[config.mk]
export PLATFORM = sky130hd
export DESIGN_NAME = chg_txt_sender_flat
export DESIGN_NICKNAME = d
export VERILOG_FILES = /design/src/rtl/chg_txt_sender_if.sv /design/src/rtl/chg_txt_sender.sv /design/src/flat_wrapper.sv
export SDC_FILE = /design/constraint.sdc
export NUM_CORES = 1
export LEC_CHECK = 0
export CAP_MARGIN = 10
export CORE_MARGIN = 1.5
export CORE_UTILIZATION = 25
export CTS_CLUSTER_DIAMETER = 50
export DETAILED_ROUTE_END_ITERATION = 10
export GPL_ROUTABILITY_DRIVEN = 0
export PLACE_DENSITY_LB_ADDON = 0.25
export SETUP_SLACK_MARGIN = 0.15
export SYNTH_ARGS = -nofsm -noshare
export SYNTH_HDL_FRONTEND = slang
export SYNTH_SLANG_ARGS = --single-unit
[constraint.sdc]
create_clock -name clock -period 2.2 [get_ports clock]
set_input_delay 0.33 -clock clock [delete_from_list [all_inputs] [get_ports clock]]
set_output_delay 0.33 -clock clock [all_outputs]
set_load 0.005 [all_outputs]
[src/rtl/chg_txt_sender_if.sv]
// Bundle of the change-SRAM read port and the change-record handshake
// between the change-text sender and the Y-matrix integrator side.
interface chg_txt_sender_if #(
    parameter int ADDR_W = 10
);
    logic [ADDR_W-1:0] mem_addr;
    logic              mem_rd_en;
    logic [79:0]       mem_rdata;
    logic              chg_valid;
    logic [15:0]       chg_row;
    logic [15:0]       chg_col;
    logic [23:0]       chg_real;
    logic [23:0]       chg_img;
    logic              chg_done;

    // Sender side: drives the SRAM address/strobe and the record outputs.
    modport master (
        output mem_addr, mem_rd_en, chg_valid, chg_row, chg_col, chg_real, chg_img,
        input  mem_rdata, chg_done
    );

    // SRAM/integrator side: returns read data and acknowledges records.
    modport slave (
        input  mem_addr, mem_rd_en, chg_valid, chg_row, chg_col, chg_real, chg_img,
        output mem_rdata, chg_done
    );
endinterface

[src/rtl/chg_txt_sender.sv]
// chg_txt_sender: walks the change SRAM from address 0, presenting one packed
// record (row, col, real, img) at a time and holding it until the integrator
// acknowledges it. A run ends on a sentinel row or after MAX_RECS records.
// All outputs are registered; they are derived from the next state so that
// each output is valid in the same cycle as the state it belongs to.
module chg_txt_sender #(
    parameter int          ADDR_W   = 10,
    parameter int          MAX_RECS = 1023,
    parameter logic [15:0] SENTINEL = 16'hFFFF
) (
    input  logic              clock,
    input  logic              reset,
    input  logic              start,
    chg_txt_sender_if.master  bus,
    output logic              busy,
    output logic              all_done,
    output logic [ADDR_W-1:0] rec_count
);
    localparam logic [2:0] S_IDLE    = 3'd0;
    localparam logic [2:0] S_FETCH   = 3'd1;
    localparam logic [2:0] S_WAIT_RD = 3'd2;
    localparam logic [2:0] S_PRESENT = 3'd3;
    localparam logic [2:0] S_FINISH  = 3'd4;

    localparam logic [ADDR_W-1:0] ONE   = {{(ADDR_W-1){1'b0}}, 1'b1};
    localparam logic [ADDR_W-1:0] MAX_C = MAX_RECS[ADDR_W-1:0];

    logic [2:0]        state_r;
    logic [2:0]        state_nxt_s;
    logic [ADDR_W-1:0] mem_addr_r;
    logic [ADDR_W-1:0] rec_count_r;
    logic [ADDR_W-1:0] count_inc_s;
    logic              mem_rd_en_r;
    logic              chg_valid_r;
    logic              busy_r;
    logic              all_done_r;
    logic [15:0]       chg_row_r;
    logic [15:0]       chg_col_r;
    logic [23:0]       chg_real_r;
    logic [23:0]       chg_img_r;
    logic              ack_s;

    // An acknowledge only counts while a record is actually being presented.
    assign ack_s       = (state_r == S_PRESENT) && bus.chg_done;
    assign count_inc_s = rec_count_r + ONE;

    assign bus.mem_addr  = mem_addr_r;
    assign bus.mem_rd_en = mem_rd_en_r;
    assign bus.chg_valid = chg_valid_r;
    assign bus.chg_row   = chg_row_r;
    assign bus.chg_col   = chg_col_r;
    assign bus.chg_real  = chg_real_r;
    assign bus.chg_img   = chg_img_r;
    assign busy          = busy_r;
    assign all_done      = all_done_r;
    assign rec_count     = rec_count_r;

    // Next-state decode; the record limit wins over fetching another record.
    always_comb begin
        state_nxt_s = state_r;
        case (state_r)
            S_IDLE: begin
                if (start) begin
                    state_nxt_s = S_FETCH;
                end else begin
                    state_nxt_s = S_IDLE;
                end
            end
            S_FETCH: begin
                state_nxt_s = S_WAIT_RD;
            end
            S_WAIT_RD: begin
                if (bus.mem_rdata[79:64] == SENTINEL) begin
                    state_nxt_s = S_FINISH;
                end else begin
                    state_nxt_s = S_PRESENT;
                end
            end
            S_PRESENT: begin
                if (!ack_s) begin
                    state_nxt_s = S_PRESENT;
                end else if (count_inc_s == MAX_C) begin
                    state_nxt_s = S_FINISH;
                end else begin
                    state_nxt_s = S_FETCH;
                end
            end
            S_FINISH: begin
                state_nxt_s = S_IDLE;
            end
            default: begin
                state_nxt_s = S_IDLE;
            end
        endcase
    end

    // State, registered status outputs, address/count bookkeeping and record capture.
    always_ff @(posedge clock) begin
        if (reset) begin
            state_r     <= S_IDLE;
            mem_addr_r  <= {ADDR_W{1'b0}};
            rec_count_r <= {ADDR_W{1'b0}};
            mem_rd_en_r <= 1'b0;
            chg_valid_r <= 1'b0;
            busy_r      <= 1'b0;
            all_done_r  <= 1'b0;
            chg_row_r   <= 16'h0000;
            chg_col_r   <= 16'h0000;
            chg_real_r  <= 24'h000000;
            chg_img_r   <= 24'h000000;
        end else begin
            state_r     <= state_nxt_s;
            mem_rd_en_r <= (state_nxt_s == S_FETCH);
            chg_valid_r <= (state_nxt_s == S_PRESENT);
            all_done_r  <= (state_nxt_s == S_FINISH);
            busy_r      <= (state_nxt_s == S_FETCH) || (state_nxt_s == S_WAIT_RD) ||
                           (state_nxt_s == S_PRESENT);
            if ((state_r == S_IDLE) && start) begin
                mem_addr_r  <= {ADDR_W{1'b0}};
                rec_count_r <= {ADDR_W{1'b0}};
            end else if (ack_s) begin
                mem_addr_r  <= mem_addr_r + ONE;
                rec_count_r <= count_inc_s;
            end
            // The sentinel record is captured too; the data registers simply
            // keep whatever was read last.
            if (state_r == S_WAIT_RD) begin
                chg_row_r  <= bus.mem_rdata[79:64];
                chg_col_r  <= bus.mem_rdata[63:48];
                chg_real_r <= bus.mem_rdata[47:24];
                chg_img_r  <= bus.mem_rdata[23:0];
            end
        end
    end
endmodule
[src/flat_wrapper.sv]
// flat-port wrapper written by rule: the top's interface ports become plain ports
module chg_txt_sender_flat 
#(
    parameter int          ADDR_W   = 10,
    parameter int          MAX_RECS = 1023,
    parameter logic [15:0] SENTINEL = 16'hFFFF
)
  (clock, reset, start, busy, all_done, rec_count, bus_mem_addr, bus_mem_rd_en, bus_chg_valid, bus_chg_row, bus_chg_col, bus_chg_real, bus_chg_img, bus_mem_rdata, bus_chg_done);
  chg_txt_sender_if #(.ADDR_W(ADDR_W)) bus_i ();
  input  logic clock;
  input  logic reset;
  input  logic start;
  output logic busy;
  output logic all_done;
  output logic [ADDR_W-1:0] rec_count;
  output wire logic [$bits(bus_i.mem_addr)-1:0] bus_mem_addr;
  output wire logic [$bits(bus_i.mem_rd_en)-1:0] bus_mem_rd_en;
  output wire logic [$bits(bus_i.chg_valid)-1:0] bus_chg_valid;
  output wire logic [$bits(bus_i.chg_row)-1:0] bus_chg_row;
  output wire logic [$bits(bus_i.chg_col)-1:0] bus_chg_col;
  output wire logic [$bits(bus_i.chg_real)-1:0] bus_chg_real;
  output wire logic [$bits(bus_i.chg_img)-1:0] bus_chg_img;
  input wire logic [$bits(bus_i.mem_rdata)-1:0] bus_mem_rdata;
  input wire logic [$bits(bus_i.chg_done)-1:0] bus_chg_done;
  assign bus_mem_addr = bus_i.mem_addr;
  assign bus_mem_rd_en = bus_i.mem_rd_en;
  assign bus_chg_valid = bus_i.chg_valid;
  assign bus_chg_row = bus_i.chg_row;
  assign bus_chg_col = bus_i.chg_col;
  assign bus_chg_real = bus_i.chg_real;
  assign bus_chg_img = bus_i.chg_img;
  assign bus_i.mem_rdata = bus_mem_rdata;
  assign bus_i.chg_done = bus_chg_done;
  chg_txt_sender #(.ADDR_W(ADDR_W), .MAX_RECS(MAX_RECS), .SENTINEL(SENTINEL)) u_core (.clock(clock), .reset(reset), .start(start), .bus(bus_i), .busy(busy), .all_done(all_done), .rec_count(rec_count));
endmodule
# After elaboration in Yosys (flattened, before gate mapping)
# Index checks and enable logic that the tools add are counted.
# word_totals
ff_bits,107
wordCells,33
# classes
add_sub_neg,2
n_eq_ne,9
mux,5
reduce_logical,6
# op_table
op,n
"adder 10 x 1 -> 10 bit, second input constant",2
"== test 16 bit, second input constant",1
"== test 3 x 2 -> 1 bit, second input constant",4
case mux 3 bit (4 select lines),1
"== test 10 bit, second input constant",1
two-way mux 3 bit,3
"== test 3 x 1 -> 1 bit, second input constant",2
"== test 3 bit, second input constant",1
logical NOT 3 bit,1
logical AND 1 bit,2
logical OR 1 bit,2
OR reduction 2 bit,1
two-way mux 1 bit,1

# Depth between registers and ports, before layout
# Gate-level depths: netlist (run 1).
# logic_depth
word_depth,8
mapped_depth,7

# Least setup slack after synthesis (run 1)
# OpenSTA, ideal clock, no wires.
# synth_timing
path_type,flip-flop to flip-flop
startpoint,reg u_core.rec_count_r[1] (netlist: u_core.rec_count[1])
endpoint,reg u_core.all_done_r (netlist: u_core.all_done)
setup_ps,66
arrival_ps,1619
t_required_ps,2134
setup_slack_ps,515
stages_incl_launch_ff,8
path_buffers,1
cell_sequence,dfxtp_1 -> ha_1 -> clkbuf_1 -> nand2_1 -> o31ai_1 -> a31oi_1 -> o31ai_2 -> nor2b_1
# synth_via
elab_chain_cells,6
# synth_rtl
item,line,source
from (decl),chg_txt_sender.sv:31,logic [ADDR_W-1:0] rec_count_r;
from (signal assigned),chg_txt_sender.sv:102,rec_count_r <= {ADDR_W{1'b0}};
from (signal assigned),chg_txt_sender.sv:120,rec_count_r <= {ADDR_W{1'b0}};
from (signal assigned),chg_txt_sender.sv:123,rec_count_r <= count_inc_s;
adder 10 x 1 -> 10 bit,chg_txt_sender.sv:45,assign count_inc_s = rec_count_r + ONE;
== test 10 bit,chg_txt_sender.sv:82,end else if (count_inc_s == MAX_C) begin
two-way mux 3 bit,chg_txt_sender.sv:82,
two-way mux 3 bit,chg_txt_sender.sv:80,if (!ack_s) begin
case mux 3 bit (4 select lines),chg_txt_sender.sv:61,case (state_r)
== test 3 bit,chg_txt_sender.sv:115,all_done_r <= (state_nxt_s == S_FINISH);
to (signal assigned),chg_txt_sender.sv:115,
to (decl),chg_txt_sender.sv:36,logic all_done_r;
# Every way passes these cells.
# A chain may end at the register's enable or synchronous reset.

# Worst setup path after layout (run 1)
# Ends and elaborated chain as after synthesis.

==> summary.txt, run 1 <==
Detailed routing
  • Routed vias/inst: 4.43
  • Routed wire length: 12000 um
  • Pre-Repair DR Iteration Count: 4
  • Vias: 4000
  • DRT iter0 DRCs: 127
  • DRT antenna net count: 0
  • Drt drc: 0
  • Routed wire per std cell: 13.3 um

Timing
  • Tcrit/Tclk final: 83.3%
  • Max Slew Vio Count: 0
  • Hold WS: 0.433 ns
  • Setup Skew: 0.0103 ns
  • Count of endpoints failing hold in the final timing report: 0
  • Worst slew margin relative to its limit: 68.3%
  • Fin crit period: 1.83 ns
  • Fin Setup TNS: 0 ns
  • Final setup viols: 0
  • Max Fclk: 546 MHz
  • Unrepaired setup endpoints after global routing: false
  • Worst Max-Slew Pin Slew: 0.475 ns

Worst setup path
  • Critical path peak fanout: 10
  • Biggest cell delay along the critical path: 0.45 ns
  • Setup slack, reg-to-reg: 0.37 ns
  • Data required time of the worst path: 2.47 ns
  • Critical path startpoint: u_core.rec_count[1]
  • CP Launch Type: flop
  • Critical Path, Cell by Cell: ha_1, nand2_1, o31ai_1, a31oi_1, o31ai_2, nor2b_1
  • CP arrival: 2.11 ns
  • Critical path endpoint category: flop
  • Reg-to-reg startpoint: u_core.rec_count[1]
  • Critical path class: reg -> reg
  • Max stage delay cell, worst path: dfxtp_1

Clock tree
  • Clk slew on worst S/H paths: 0.07 ns
  • Clock latency on the worst-skew pair: 0.34 ns
  • Hold buffer count at cts: 0
  • Max H-tree Level: 3
  • CTS tree: built
  • Root buffer cell: clkbuf_16
  • Number of setup buffers added after CTS: 0
  • CTS Buf Count: 9
  • Clock sink count: 107
  • Cts repair resizes: 0
  • Max Root-Sink Buffers: 2

Power
  • PD cells: 678 nW/um2
  • LEAKAGE: 2.22 nW
  • Peak VDD IR: 0.468 mV

Final layout
  • Filler Cells Inserted: 1638
  • Area Growth Syn to Fin: 57.5%
  • Diode count: 0
  • Area of the multi-input gates: 1790 um2
  • Final net count: 769
  • Commonest non-fill, non-tap cells in the layout: clkdlybuf4s50_1 (186), nand2_1 (180), dfxtp_1 (107)
  • Sequential cell area: 2140 um2
  • Leading cell type in the layout, fill and taps excluded: clkdlybuf4s50_1
  • Layout cells sized above 1: 4.52%

Logic synthesis
  • FF+latch count, synth: 107
  • Mean post-synth cell area: 8.03 um2
  • Warning count from the yosys run: 0
  • Main synth FF type: dfxtp_1
  • Cells after synthesis: 510
  • Netlist cell types: 42
  • Post-Synthesis Cell Area: 4090 um2
  • Ys async rst share: 0%
  • Post-synth EDFFs: 0
  • Post-Syn Nets: 597
  • Sequential-to-total area share from yosys stat: 52.3%

Floorplanning
  • Rows: 46
  • Die ar.: 17200 um2
  • Die W: 131 um
  • Die height: 131 um
  • Placeable Area: 15900 um2
  • I/O Pins: 188
  • Initial Util: 25.7%

Global route
  • Vias in the first global route: 3767
  • Total GRT Usage: 13.6%
  • Total gr overflow: 0
  • Initial antenna violation count: 0
  • Largest net degree at the start of global routing: 81
  • First-pass GRT wire length: 18500 um

Status
  • Status: finished clean

Job
  • MaxCap Viol Count: 0

Hold path
  • Hold Startpoint: reset
  • HP Class: in -> reg

Placed design
  • Hpwl dp: 8530 um
  • PortBufs: 187
-- critical path: cells and delay by family, from the launching register on --
kind            cells  cell delay, ns
fa+ha+maj           1            0.40
flops               1            0.45
simple gates        2            0.25
compound gates      3            0.66
-- where the power goes --
part           internal [W]  leakage, nW  switching, W
logic              0.000388         1.23      0.000301
registers           0.00204        0.869     0.0000642
clock network      0.000878        0.128      0.000695
-- kinds of logic (layout without fill, tap and decap cells) --
family / after synthesis / in the layout / share of synthesized area (%)
and+or+nand+nor: 242 / 242 / 25.6
AOI/OAI and AO/OA: 104 / 104 / 13.7
adders and majority gates: 3 / 3 / 0.917
xor gates and xnor gates: 16 / 16 / 3.42
DFF: 107 / 107 / 52.3
buffers and inverters: 38 / 214 / 4.06
-- worst paths after layout --
path                           end  cells past startpoint
max reg2reg        u_core.all_done                      6
max                u_core.all_done                      6
min reg2reg  u_core.bus.chg_img[3]                      2
min           u_core.bus.chg_valid                      3
-- flip-flops by register name (all words and copies together) (netlist names) --
signal / cells
u_core.bus.chg_real: 24
u_core.bus.chg_img: 24
u_core.bus.mem_rd_en: 1
u_core.bus.chg_valid: 1
u_core.busy: 1
u_core.bus.chg_row: 16
u_core.bus.mem_addr: 10
u_core.all_done: 1
u_core.rec_count: 10
u_core.state_r: 3
u_core.bus.chg_col: 16
-- per-layer routing --
layer / track usage, % / share of wire, %
met2: 23.6 / 49
met4: 4.85 / 1.4
met1: 16.3 / 43
met5: 0 / 0
met3: 3.58 / 7.0
-- layout make-up --
type                    count  area share [%]
clock buffers              11            3.61
clock inverters             4           0.815
inverters                   3           0.175
multi-input cells         365            27.8
flip-flops and latches    107            33.2
well taps                 216            4.19
repair buffers            196            30.2
-- synth_stat cells, types with 2 or more instances --
library cell  count  area [um2]
a21o_1            2        15.0
a21oi_1          85         425
a31oi_1           3        18.8
and2_1            3        18.8
and3_1            3        18.8
buf_2            15        75.1
clkbuf_1         18        67.6
dfxtp_1         107        2140
ha_1              3        37.5
inv_1             3        11.3
nand2_1         180         676
nand2b_1          2        12.5
nand3_1           4        20.0
nand4_1           8        50.1
nand4b_1          2        17.5
nor2_1           22        82.6
nor2b_1           3        18.8
nor3_1            3        15.0
o211ai_1          2        15.0
o21ai_0           5        25.0
or3_1             2        12.5
xnor2_1           3        26.3
xor2_1           13         114
-- per-stage QoR --
| step | setup slack, ns | power (W) | instance area (um2) | instances | util, % |
|---|---|---|---|---|---|
| 2_1_floorplan | 0.515 | 0.00241 | 4090 | 510 | - |
| 3_3_place_gp | 0.0928 | 0.00284 | 6160 | 887 | 38.7 |
| 3_5_place_dp | 0.0748 | 0.00285 | 6160 | 887 | 38.7 |
| 4_1_cts | 0.352 | 0.00446 | 6450 | 902 | 40.4 |
| 5_1_grt | 0.158 | 0.00459 | 6450 | 902 | 40.4 |
| 6_report | 0.367 | 0.00437 | 6450 | 902 | 40.4 |
Note: power is estimated with default switching activity, not from simulation.
==> inputs of run 2 (changes only) <==
==> constraint.sdc (replaced) <==
create_clock -name clock -period 1.7 [get_ports clock]
set_input_delay 0.255 -clock clock [delete_from_list [all_inputs] [get_ports clock]]
set_output_delay 0.255 -clock clock [all_outputs]
set_load 0.005 [all_outputs]
==> summary.txt, run 2 (synthesis results as in run 1) <==
Floorplanning
  • Die height: 131 um
  • Rows: 46
  • Die ar.: 17200 um2
  • I/O Pins: 188
  • Placeable Area: 15900 um2
  • Initial Util: 25.7%
  • Die W: 131 um

Worst setup path
  • Critical path endpoint category: flop
  • Critical path class: reg -> reg
  • Biggest cell delay along the critical path: 0.38 ns
  • Worst r2r path cells: 6
  • Critical path peak fanout: 8
  • Data required time of the worst path: 1.98 ns
  • Critical path startpoint: u_core.rec_count[0]
  • Worst path buffer plus inverter count: 0
  • Worst path depth: 6
  • Max stage delay cell, worst path: dfxtp_4
  • Largest delay share family, worst path: compound AO/OA/AOI/OAI gates
  • CP arrival: 1.83 ns
  • Reg-to-reg startpoint: u_core.rec_count[0]
  • Most used cell, CP: o31ai_4
  • CP Launch Type: flop
  • Critical Path, Cell by Cell: ha_4, nand2_4, o31ai_4, a31oi_4, o31ai_4, nor2b_1

Detailed routing
  • Routed vias/inst: 4.43
  • Routed wire length: 13100 um
  • Vias: 4111
  • Routed wire per std cell: 14.1 um
  • DRT iter0 DRCs: 144
  • Pre-Repair DR Iteration Count: 4
  • DRT antenna net count: 0
  • Drt drc: 0

Final layout
  • Commonest non-fill, non-tap cells in the layout: nand2_1 (179), clkdlybuf4s50_1 (170), dfxtp_1 (87)
  • Diode count: 0
  • Final net count: 796
  • Layout Utilization: 43.6%
  • Layout cells sized above 1: 13.3%
  • Leading cell type in the layout, fill and taps excluded: nand2_1
  • Area Growth Syn to Fin: 69.8%

Clock tree
  • Clk slew on worst S/H paths: 0.07 ns
  • Root buffer cell: clkbuf_16
  • Max H-tree Level: 3
  • CTS Buf Count: 9
  • Max Root-Sink Buffers: 2
  • Clock latency on the worst-skew pair: 0.34 ns
  • Clock sink count: 107
  • CTS tree: built

Placed design
  • Hpwl dp: 9000 um
  • PortBufs: 187
  • Setup WS pre-CTS: -0.286 ns

Global route
  • Total gr overflow: 0
  • Total GRT Usage: 14.0%
  • Largest net degree at the start of global routing: 52
  • First-pass GRT wire length: 18800 um
  • Vias in the first global route: 3837
  • Initial antenna violation count: 0

Timing
  • Worst slew margin relative to its limit: 63.8%
  • Setup WS post-layout: 0.157 ns
  • Final setup viols: 0
  • Max Slew Vio Count: 0
  • Unrepaired setup endpoints after global routing: true
  • Hold WS: 0.174 ns
  • Count of endpoints failing hold in the final timing report: 0
  • Tcrit/Tclk final: 90.8%
  • Worst Max-Slew Pin Slew: 0.543 ns
  • Max Fclk: 648 MHz
  • Fin crit period: 1.54 ns
  • Setup Skew: 0.00615 ns

Hold path
  • HP Class: in -> reg
  • Min-Delay Path Depth: 2
  • Hold Startpoint: reset

Power
  • PD cells: 834 nW/um2
  • LEAKAGE: 2.63 nW
  • Peak VDD IR: 0.426 mV

Status
  • Status: finished clean

Job
  • MaxCap Viol Count: 0
==> run 2: cell count changes in the layout (fill, tap and decap cells not counted), moves of 4 or more <==
cell / before / now
buf_4: 8 / 26
dfxtp_2: 0 / 16
dfxtp_1: 107 / 87
dfxtp_4: 0 / 4
clkdlybuf4s50_1: 186 / 170
buf_12: 1 / 5
dlymetal6s2s_1: 0 / 14
==> run 2: power by group <==
group          switching [W]  internal (W)  leakage (nW)
logic               0.000430      0.000580          1.61
registers          0.0000731       0.00264         0.880
clock network       0.000909       0.00117         0.141
==> run 2: worst paths after layout <==
check / endpoint / slack, ns
hold / removal: u_core.state_r[2] / 0.17
setup / recovery: u_core.all_done / 0.16
setup reg to reg: u_core.all_done / 0.16
hold reg to reg: u_core.bus.chg_real[21] / 0.45
==> run 2: worst reg2reg max path, stage by stage (launching register included) <==
cell	delay, ns
dfxtp_4	0.38
ha_4	0.21
nand2_4	0.07
o31ai_4	0.25
a31oi_4	0.14
o31ai_4	0.28
nor2b_1	0.16
==> run 2: routing by layer <==
layer  share of wire [%]  vias to the layer above  GRT usage, %
met5                   0                        -             0
met4                 2.1                        0          5.62
met3                 6.2                       16          4.28
met2                  49                      110          23.9
met1                  43                     1914          16.5
li1                    -                     2071             -
==> run 2: per-stage QoR <==
stage	setup TNS (ns)	power, W	instances	instance area, um2
3_3_place_gp	-2.09	0.00372	900	6330
4_1_cts	0	0.00587	918	6680
3_5_place_dp	-2.68	0.00374	900	6330
5_1_grt	0	0.00612	928	6950
6_report	0	0.00580	928	6950
2_1_floorplan	0	0.00312	510	4120
==> run 2: what timing repair did <==
| item | 4_1_cts | 5_1_grt |
|---|---|---|
| hold buffers | 0 | 0 |
| endpoints found under the setup margin | 37 | 97 |
| cloned | 0 | 2 |
| gates resized for setup | 18 | 45 |
| pin swaps | 7 | 20 |
| buffers inserted | 4 | 8 |
==> run 2: cell type report <==
cell class / count / area [um2]
clock buffers: 10 / 239
clock inverters: 4 / 51.3
fillers: 1580 / 8990
inverters: 3 / 11.3
multi-input cells: 365 / 1930
flip-flops and latches: 107 / 2180
well taps: 216 / 270
repair buffers: 223 / 2280
==> inputs of run 3 (changes only) <==
--- a/config.mk
+++ b/config.mk
@@ -5,9 +5,9 @@
 export SDC_FILE = /design/constraint.sdc
 export NUM_CORES = 1
 export LEC_CHECK = 0
-export CAP_MARGIN = 10
 export CORE_MARGIN = 1.5
 export CORE_UTILIZATION = 25
+export CTS_BUF_LIST = sky130_fd_sc_hd__clkbuf_2
 export CTS_CLUSTER_DIAMETER = 50
 export DETAILED_ROUTE_END_ITERATION = 10
 export GPL_ROUTABILITY_DRIVEN = 0
@@ -16,3 +16,4 @@
 export SYNTH_ARGS = -nofsm -noshare
 export SYNTH_HDL_FRONTEND = slang
 export SYNTH_SLANG_ARGS = --single-unit
+export TNS_END_PERCENT = 5
==> summary.txt, run 3 (synthesis results as in run 1) <==
Global route
  • Total gr overflow: 0
  • Largest net degree at the start of global routing: 52
  • Vias in the first global route: 3963
  • Total GRT Usage: 14.6%
  • Initial antenna violation count: 0
  • First-pass GRT wire length: 19500 um

Timing
  • Hold WS: 0.161 ns
  • Unrepaired setup endpoints after global routing: true
  • Fin crit period: 1.60 ns
  • Max Slew Vio Count: 0
  • Fin Setup TNS: 0 ns
  • Count of endpoints failing hold in the final timing report: 0
  • Setup WS post-layout: 0.100 ns
  • Worst slew margin relative to its limit: 63.8%
  • Tcrit/Tclk final: 94.1%
  • Max Fclk: 625 MHz
  • Worst Max-Slew Pin Slew: 0.544 ns
  • Setup Skew: 0.0268 ns
  • Final setup viols: 0

Clock tree
  • CTS tree: built
  • Clock sink count: 107
  • Clk slew on worst S/H paths: 0.29 ns
  • Clock latency on the worst-skew pair: 0.58 ns
  • Max H-tree Level: 3
  • Root buffer cell: clkbuf_2
  • CTS Buf Count: 9
  • Max Root-Sink Buffers: 2

Detailed routing
  • Routed wire per std cell: 14.0 um
  • Routed wire length: 13200 um
  • Routed vias/inst: 4.45
  • DRT antenna net count: 0
  • DRT iter0 DRCs: 172
  • Drt drc: 0
  • Pre-Repair DR Iteration Count: 4
  • Vias: 4183

Final layout
  • Layout cells sized above 1: 27.0%
  • Final Instance Area: 6840 um2
  • Final net count: 809
  • Diode count: 0
  • Area Growth Syn to Fin: 67.1%
  • Layout Utilization: 42.9%
  • Commonest non-fill, non-tap cells in the layout: nand2_1 (179), dfxtp_2 (95), a21oi_1 (85)
  • Leading cell type in the layout, fill and taps excluded: nand2_1

Floorplanning
  • I/O Pins: 188
  • Rows: 46
  • Die ar.: 17200 um2
  • Die W: 131 um
  • Die height: 131 um
  • Initial Util: 25.7%
  • Placeable Area: 15900 um2

Placed design
  • DP Area: 6330 um2
  • Setup WS pre-CTS: -0.286 ns
  • Hpwl dp: 9000 um
  • PortBufs: 187

Power
  • LEAKAGE: 2.67 nW
  • Pint: 0.00351 W
  • Clock power share: 23.9%
  • P_sw: 0.00134 W
  • Switching share of power: 27.6%
  • Peak VDD IR: 0.466 mV
  • PD cells: 708 nW/um2
  • Gate power share: 19.7%
  • Register share of total power: 56.4%

Worst setup path
  • Max stage delay cell, worst path: dfxtp_4
  • Worst path depth: 7
  • Setup slack, reg-to-reg: 0.10 ns
  • Biggest cell delay along the critical path: 0.41 ns
  • Crit Reg-Reg Endpoint: u_core.all_done
  • Critical path peak fanout: 6
  • Reg-to-reg startpoint: u_core.rec_count[1]
  • CP arrival: 2.15 ns
  • Worst path buffer plus inverter count: 1
  • Critical path startpoint: u_core.rec_count[1]
  • Critical path class: reg -> reg
  • Worst r2r path cells: 7
  • Critical Path, Cell by Cell: buf_6, ha_4, nand2_2, o31ai_4, a31oi_2, o31ai_4, nor2b_1
  • Largest delay share family, worst path: compound AO/OA/AOI/OAI gates
  • CP Launch Type: flop
  • Critical path endpoint category: flop
  • Capture point of the critical path: u_core.all_done
  • Most used cell, CP: o31ai_4
  • Data required time of the worst path: 2.25 ns

Status
  • Status: finished clean

Job
  • MaxCap Viol Count: 0

Hold path
  • HP Class: in -> reg
[run 3: changes by cell type in the layout (fill, tap and decap cells not counted), moves of 7 or more]
cell | before | now
dlymetal6s2s_1 | 14 | 0
buf_2 | 1 | 8
clkbuf_16 | 11 | 2
buf_4 | 26 | 35
dlygate4sd2_1 | 2 | 22
clkdlybuf4s15_1 | 0 | 69
dfxtp_2 | 16 | 95
clkbuf_2 | 0 | 10
dfxtp_1 | 87 | 4
clkdlybuf4s50_1 | 170 | 82
[run 3: repair_timing]
action / in CTS / in global routing
setup endpoints to repair: 152 / 143
gates cloned: 0 / 2
pin swaps: 5 / 8
endpoints found under the hold margin: 3 / 0
gates resized for setup: 322 / 9
buffers inserted: 18 / 6
hold buffers: 1 / 0
[run 3: per-stage QoR]
step / total power, W / instances
after global routing: 0.00515 / 941
final: 0.00484 / 941
after floorplan: 0.00312 / 510
after CTS: 0.00489 / 933
after global placement: 0.00372 / 900
after detailed placement: 0.00374 / 900
[run 3: layout make-up]
cell class	instances	area [um2]
Clock buffer	9	45.0
Clock inverter	5	55.1
Fill cell	1614	9100
Inverter	3	11.3
Multi-Input combinational cell	365	1870
Sequential cell	107	2290
Tap cell	216	270
Timing Repair Buffer	236	2300
[run 3: how the worst min path moves through the flow]
stage | depth (start not counted) | from | endpoint
5_1_grt | 3 | bus_mem_rdata[15] | u_core.bus.chg_img[15]
4_1_cts | 3 | bus_mem_rdata[15] | u_core.bus.chg_img[15]
3_5_place_dp | 2 | u_core.bus.chg_real[21] | u_core.bus.chg_real[21]
6_report | 3 | bus_mem_rdata[13] | u_core.bus.chg_img[13]
3_3_place_gp | 2 | u_core.bus.chg_img[15] | u_core.bus.chg_img[15]
2_1_floorplan | 2 | bus_mem_rdata[48] | u_core.bus.chg_col[0]
[run 3: power groups by stage]
| stage | combinational, W | clock [W] | sequential (W) |
|---|---|---|---|
| global placement | 0.000958 | 0 | 0.00277 |
| floorplan | 0.000346 | 0 | 0.00278 |
| finish | 0.000954 | 0.00116 | 0.00273 |
| global route | 0.00105 | 0.00134 | 0.00276 |
| detailed placement | 0.000968 | 0 | 0.00277 |
| CTS | 0.000923 | 0.00123 | 0.00274 |
[run 3: worst min-delay path: stages]
cell and delay [ns]:
clkdlybuf4s50_1 0.40, nand2_1 0.06, a21oi_1 0.05
[run 3: metal layers]
metal  global-route usage [%]  share of wire (%)  wire (um)  vias to the layer above
li1                         -                  -          -                     2093
met1                     16.9                 42       5600                     1962
met2                     25.5                 50       6560                      111
met3                     3.30                5.5        726                       17
met4                     6.66                2.4        320                        0
met5                        0                  0          0                        -
